--- config.mk ---
export PLATFORM = sky130hd
export DESIGN_NAME = fifo_rd_ctrl
export DESIGN_NICKNAME = d
export VERILOG_FILES = /design/src/rtl/fifo_pkg.sv /design/src/rtl/fifo_gray2bin.sv /design/src/rtl/fifo_rd_ctrl.sv
export SDC_FILE = /design/constraint.sdc
export NUM_CORES = 1
export LEC_CHECK = 0
export CAP_MARGIN = 10
export CORE_MARGIN = 3
export CORE_UTILIZATION = 45
export CTS_CLUSTER_SIZE = 30
export DETAILED_ROUTE_END_ITERATION = 10
export PLACE_DENSITY = 0.83
export RECOVER_POWER = 50
export SETUP_SLACK_MARGIN = 0.1
export SLEW_MARGIN = 20
export SYNTH_ARGS = -nofsm -noshare
export SYNTH_HDL_FRONTEND = slang
export SYNTH_SLANG_ARGS = --single-unit
--- constraint.sdc ---
create_clock -name i_clk -period 6.14 [get_ports i_clk]
set_clock_uncertainty 0.05 [all_clocks]
set_input_delay 1.228 -clock i_clk [delete_from_list [all_inputs] [get_ports i_clk]]
set_output_delay 1.228 -clock i_clk [all_outputs]
set_load 0.02 [all_outputs]
--- src/rtl/fifo_pkg.sv ---
// Shared definitions for the async FIFO read/write pointer controllers.
package fifo_pkg;

  localparam int DEF_ADDR_WIDTH = 5;
  localparam int PTR_MAX        = 32;

  // Pointers narrower than PTR_MAX are zero-extended in and truncated out.
  function automatic logic [PTR_MAX-1:0] bin2gray(input logic [PTR_MAX-1:0] bin);
    return bin ^ (bin >> 1);
  endfunction

  function automatic logic [PTR_MAX-1:0] gray2bin(input logic [PTR_MAX-1:0] gray);
    logic [PTR_MAX-1:0] bin;
    bin = gray;
    for (int s = 1; s < PTR_MAX; s = s * 2) bin = bin ^ (bin >> s);
    return bin;
  endfunction

endpackage

--- src/rtl/fifo_gray2bin.sv ---
// Combinational Gray-to-binary converter: each binary bit is the XOR of all
// Gray bits at or above it.
module fifo_gray2bin #(
  parameter int WIDTH = 6
) (
  input  logic [WIDTH-1:0] gray,
  output logic [WIDTH-1:0] bin
);

  for (genvar i = 0; i < WIDTH; i++) begin : g_bit
    assign bin[i] = ^gray[WIDTH-1:i];
  end

endmodule

--- src/rtl/fifo_rd_ctrl.sv ---
// Read-domain pointer and flag controller for the async FIFO: owns the read
// pointer and derives empty/almost-empty/level/underflow from the synced wptr.
module fifo_rd_ctrl
  import fifo_pkg::*;
#(
  parameter int ADDR_WIDTH    = DEF_ADDR_WIDTH,
  parameter int AEMPTY_THRESH = 4
) (
  input  logic                  i_clk,
  input  logic                  i_rst_n,
  input  logic [ADDR_WIDTH:0]   i_rq2_wptr,
  input  logic                  i_rd_en,
  output logic [ADDR_WIDTH-1:0] o_rd_addr,
  output logic [ADDR_WIDTH:0]   o_rd_ptr_gray,
  output logic                  o_empty,
  output logic                  o_aempty,
  output logic [ADDR_WIDTH:0]   o_rd_level,
  output logic                  o_underflow
);

  localparam int PTR_W = ADDR_WIDTH + 1;
  localparam logic [PTR_W-1:0] AE_THRESH = PTR_W'(AEMPTY_THRESH);

  logic [PTR_W-1:0] rbin;
  logic [PTR_W-1:0] rgray;
  logic [PTR_W-1:0] rbin_next;
  logic [PTR_W-1:0] rgray_next;
  logic [PTR_W-1:0] wbin;
  logic [PTR_W-1:0] level_next;
  logic             pop;

  fifo_gray2bin #(.WIDTH(PTR_W)) u_wptr_g2b (
    .gray (i_rq2_wptr),
    .bin  (wbin)
  );

  assign pop        = i_rd_en & ~o_empty;
  assign rbin_next  = rbin + {{ADDR_WIDTH{1'b0}}, pop};
  assign rgray_next = PTR_W'(bin2gray(PTR_MAX'(rbin_next)));
  // Modular difference stays correct across the MSB wrap of either pointer.
  assign level_next = wbin - rbin_next;

  always_ff @(posedge i_clk or negedge i_rst_n) begin
    if (!i_rst_n) begin
      rbin        <= '0;
      rgray       <= '0;
      o_empty     <= 1'b1;
      o_aempty    <= 1'b1;
      o_rd_level  <= '0;
      o_underflow <= 1'b0;
    end else begin
      rbin        <= rbin_next;
      rgray       <= rgray_next;
      o_empty     <= (rgray_next == i_rq2_wptr);
      o_aempty    <= (level_next <= AE_THRESH);
      o_rd_level  <= level_next;
      o_underflow <= i_rd_en & o_empty;
    end
  end

  assign o_rd_addr     = rbin[ADDR_WIDTH-1:0];
  assign o_rd_ptr_gray = rgray;

endmodule

==> results.cfg, run 1 <==
[status]
status = complete, no violations

[global_routing]
antenna_found_initial = 0
grt_start_max_net_pins = 21
grt_use_total = 0.165
grt_pass1_wl_mm = 4.54
grt-ovfl-total = 0
grt_pass1_vias = 991

[clock_tree]
cts.sinks = 20
cts_buffer_depth = 2
numCtsBuffers = 3
clockRootBuffer = clkbuf_4
postCtsHoldBufs = 0
cts_tree = yes
htreeDepth = 1
clkTransAtPathRegs_ns = 0.11
cts_setup_buffers = 0
cts-resized-gates = 0
clk_latency_ns = 0.29

[setup_path]
arrival_ns = 4.42
cp-end-kind = flop
r2r_start = o_empty
startpoint_type = primary input
path_class = primary input to flop
rrSetupSlack_ns = 2.99
r2r_end = o_aempty
path_max_fanout = 6
rr_worst_depth = 11
required_ns = 6.30

[place]
numPortBuffers = 28
gp_congestion = 0.925
pre_cts_ws_ns = 1.61
dp_cells = 169
placed_area_um2 = 1630
place_hpwl_mm = 2.19

[detailed_routing]
ant_nets = 0
drtIter0Drc = 22
wl_per_cell_um = 15.5
drc_errors = 0
viasPerCell = 5.52
firstDrtPassIters = 4
vias = 950
routed_wl_mm = 2.66

[synth]
async_flop_share = 1.00
ys.flop_type = dfrtp_1
synth_cell_types = 47
ys_seq_area_frac = 0.375
synthCells = 114
synth_fp_nets = 128
yosysWarnings = 0
synth_area_um2 = 1340
syn_area_per_cell_um2 = 11.8
postSynthRegisterBits = 20
synth_edf_count = 0

[timing]
fin_crit_ns = 4.26
setup_slack_ns = 1.88
finalCritPeriodShare = 0.694
rsz0062_at_grt = false
hold_violations = 0
worstMarginPinSlew_ns = 0.888
slew_headroom = 0.406
setup-tns-final_ns = 0
fmax_mhz = 235
maxSlewViolCount = 0
setup_viol_count_final = 0

[floorplan]
initial_core_util = 0.479
design.core.area_um2 = 2810
fp.dieArea_um2 = 3670
die_w_um = 60.6
ios = 29
die_h_um = 60.6
num_rows = 19

[pwr]
p_leak_nw = 0.686
p_per_area_nw_per_um2 = 603
ir_drop_mv = 0.240

[finish]
antenna_cells = 0
fin_area_um2 = 1660
area_growth_pct = 23.3
nets = 157
final_cells = 172
drive_gt1_frac = 0.170
mostFrequentLayoutCells = 18 x clkdlybuf4s50_1, 18 x dfrtp_1, 14 x xnor2_1
final_util = 0.590

[min_path]
min_to = o_underflow
hold_path.class = flop to flop
hold_start = o_empty
min_path_cells = 1

[job]
maxCapViolations = 0
metal layers:
metal	track usage	part of all wire	vias to the layer above
li1	-	-	456
met1	0.218	0.44	461
met2	0.275	0.50	27
met3	0.0106	0.037	6
met4	0.0805	0.026	0
met5	0	0	-
kinds of logic (layout without fill, tap and decap cells):
logic type | Yosys count | in the layout | share of synthesized area
fa+ha+maj | 6 | 6 | 0.0606
simple gates | 26 | 26 | 0.125
xor+xnor | 25 | 25 | 0.225
compound gates | 20 | 20 | 0.151
flops | 20 | 20 | 0.375
buf+inv | 16 | 43 | 0.0569
mux | 1 | 1 | 0.00746
layout make-up:
type | instances | area [µm²]
Fill cell | 250 | 1150
Sequential cell | 20 | 503
Timing Repair Buffer | 28 | 280
Clock buffer | 3 | 22.5
Multi-Input combinational cell | 78 | 763
Inverter | 12 | 47.5
Tap cell | 31 | 38.8
flip-flops by register name, indices dropped and copies added, names as in the netlist:
| register | count |
|---|---|
| o_rd_level | 6 |
| o_underflow | 1 |
| o_empty | 1 |
| rbin | 6 |
| o_rd_ptr_gray | 5 |
| o_aempty | 1 |
stage by stage:
stage               hold slack, ns  power [mW]
floorplan                    0.535       0.743
global placement             0.489       0.926
detailed placement           0.494       0.953
CTS                          0.509        1.01
global route                 0.535        1.08
finish                       0.503       0.999
synthesized netlist by cell type (2+ instances only):
master,count,area [µm²]
nor4_2,2,25.0
a211oi_1,2,15.0
nand3_1,2,10.0
nor3_1,2,10.0
o2111ai_1,4,35.0
ha_1,4,50.1
inv_1,10,37.5
xor3_1,2,47.6
xnor2_1,14,123
dfrtp_1,18,450
nor2b_1,3,18.8
a211oi_2,2,25.0
xor2_4,2,55.1
buf_2,2,10.0
xor2_1,6,52.6
dfstp_2,2,52.6
nor4_1,2,12.5
nand2_1,2,7.51
nor2_1,5,18.8
critical path, stage by stage:
cell	delay, ns
clkdlybuf4s50_1	0.65
xnor3_2	0.48
xnor2_1	0.37
inv_1	0.09
ha_1	0.31
nor2b_1	0.22
a211oi_2	0.09
o211a_1	0.25
nor4_1	0.36
o2bb2ai_2	0.18
mux2i_1	0.20
worst max-delay path by stage:
stage                     slack [ns]     startpoint       end  cells past startpoint
after floorplan                 2.42  i_rq2_wptr[4]  o_aempty                     11
after global placement          1.73  i_rq2_wptr[4]  o_aempty                     11
after detailed placement        1.61  i_rq2_wptr[4]  o_aempty                     11
after CTS                       1.90  i_rq2_wptr[4]  o_aempty                     11
after global routing            1.68        i_rd_en  o_aempty                     12
final                           1.88  i_rq2_wptr[4]  o_aempty                     11
power breakdown:
group / internal [mW] / switching [mW] / total (mW) / leakage (nW)
clock network: 0.0227 / 0.0349 / 0.0576 / 0.0138
registers: 0.197 / 0.0486 / 0.246 / 0.237
logic: 0.300 / 0.395 / 0.695 / 0.435
No activity file was read; power rests on OpenSTA's default activity.
==> inputs of run 2 (changes only) <==
Clock period 6.14 ns to 4 ns, I/O delays scaled along.
==> run 2 against run 1 <==
  * Sequential power grew 54%
  * Design area grew 2.0%
  * Register-to-register slack got worse by 1.9 ns
  * Utilization increased by 1.2 points
  * Critical path depth unchanged
  * Clock power up 61%
  * Non-clock buffer count is 5 higher
  * Combinational power is 57% higher
  * Critical path type unchanged
  * Critical endpoint unchanged
  * Highest routed layer unchanged
==> results.cfg, run 2 (synthesized netlist as in run 1, its figures left out) <==
[min_path]
hold_path.class = flop to flop

[detailed_routing]
drc_errors = 0
drtIter0Drc = 26
viasPerCell = 5.41
routed_wl_mm = 2.70
ant_nets = 0
wl_per_cell_um = 15.3
vias = 958
firstDrtPassIters = 4

[timing]
fmax_mhz = 270
setup-tns-final_ns = 0
maxSlewViolCount = 0
fin_crit_ns = 3.70
worstMarginPinSlew_ns = 0.857
rsz0062_at_grt = false
slew_headroom = 0.427
hold_violations = 0
setup_viol_count_final = 0
finalCritPeriodShare = 0.926

[setup_path]
critical_path.cell_chain = clkdlybuf4s50_1 -> xnor3_2 -> xnor2_1 -> xor2_1 -> ha_1 -> nand2b_1 -> a211oi_2 -> a211oi_1 -> o31ai_2 -> o2bb2ai_2 -> mux2i_1
required_ns = 4.17
critPathTopFamily = XOR/XNOR gates
cp_slowest_cell = clkdlybuf4s50_1
cpPeakStageDelay_ns = 0.53
cp-end-kind = flop
path_class = primary input to flop
arrival_ns = 3.88
path_max_fanout = 5
startpoint_type = primary input
cp_num_buf_inv = 1

[finish]
final_util = 0.602
layout_commonest_cell = clkdlybuf4s50_1
area_growth_pct = 25.8
antenna_cells = 0
nets = 162
drive_gt1_frac = 0.192
mostFrequentLayoutCells = 19 x clkdlybuf4s50_1, 18 x dfrtp_1, 14 x xnor2_1
final_cells = 177

[job]
maxCapViolations = 0

[floorplan]
initial_core_util = 0.479
ios = 29
design.core.area_um2 = 2810
die_w_um = 60.6
fp.dieArea_um2 = 3670
die_h_um = 60.6
num_rows = 19

[clock_tree]
numCtsBuffers = 3
clkTransAtPathRegs_ns = 0.11
cts-resized-gates = 0
clockRootBuffer = clkbuf_4
cts_setup_buffers = 0
cts_tree = yes
clk_latency_ns = 0.30
postCtsHoldBufs = 0
cts_buffer_depth = 2
htreeDepth = 1
cts.sinks = 20

[global_routing]
grt_use_total = 0.164
grt_start_max_net_pins = 21
top_usage_layer = met2
use_met3 = 0.0128
antenna_found_initial = 0
grt_pass1_vias = 1004
met2_usage = 0.279
grt-ovfl-total = 0
use_met1 = 0.215
grt_pass1_wl_mm = 4.50

[pwr]
p_per_area_nw_per_um2 = 923
p_leak_nw = 0.707
ir_drop_mv = 0.381
p_total_mw = 1.56

[place]
dp_cells = 174
place_hpwl_mm = 2.17
numPortBuffers = 28
gp_congestion = 0.897

[status]
status = complete, no violations
run 2: power by group:
group          total [mW]  internal, mW  switching, mW
combinational        1.09         0.471          0.617
sequential          0.378         0.303         0.0751
clock              0.0927        0.0351         0.0576
run 2: worst register-to-register path: stages (launching register included):
cell       delay (ns)
dfstp_2          0.55
nor2b_1          0.06
ha_1             0.24
xor2_1           0.22
inv_1            0.11
ha_1             0.31
nor2b_1          0.23
a211oi_2         0.10
o211a_1          0.24
nor4_1           0.34
o2bb2ai_2        0.18
mux2i_1          0.22
run 2: cell type report:
type                       count  area, µm²
clock buffer                   3       22.5
fill                         256       1120
inverter                      12       47.5
multi-input combinational     78        763
sequential                    20        503
tap                           31       38.8
timing repair buffer          33        314
run 2: worst paths after layout:
check / startpoint / end / slack, ns / cells past startpoint
max in group asynchronous: i_rst_n / rbin[3] / 2.37 / 1
worst min register to register: o_empty / o_underflow / 0.51 / 1
worst max-delay path: i_rq2_wptr[3] / o_aempty / 0.30 / 11
worst max register to register: o_empty / o_aempty / 1.10 / 11
min in group asynchronous: i_rst_n / o_rd_ptr_gray[1] / 1.00 / 1
worst min-delay path: o_empty / o_underflow / 0.51 / 1
run 2: per-stage QoR:
step	instance area (µm²)	worst slack, ns	hold WS (ns)
after floorplan	1340	0.704	0.454
after global placement	1670	0.178	0.488
after detailed placement	1670	0.0105	0.494
after CTS	1690	0.308	0.509
after global routing	1690	0.179	0.518
final	1690	0.298	0.506
run 2: metal layers:
metal,part of all wire,vias up
li1,-,469
met1,0.45,464
met2,0.51,22
met3,0.032,3
met4,0.0081,0
met5,0,-
==> inputs of run 3 (changes only) <==
Settings changed: GPL_ROUTABILITY_DRIVEN set to 1.
==> results of run 3 <==
Same layout as run 2: the final DEF is identical, and so are final timing and power.
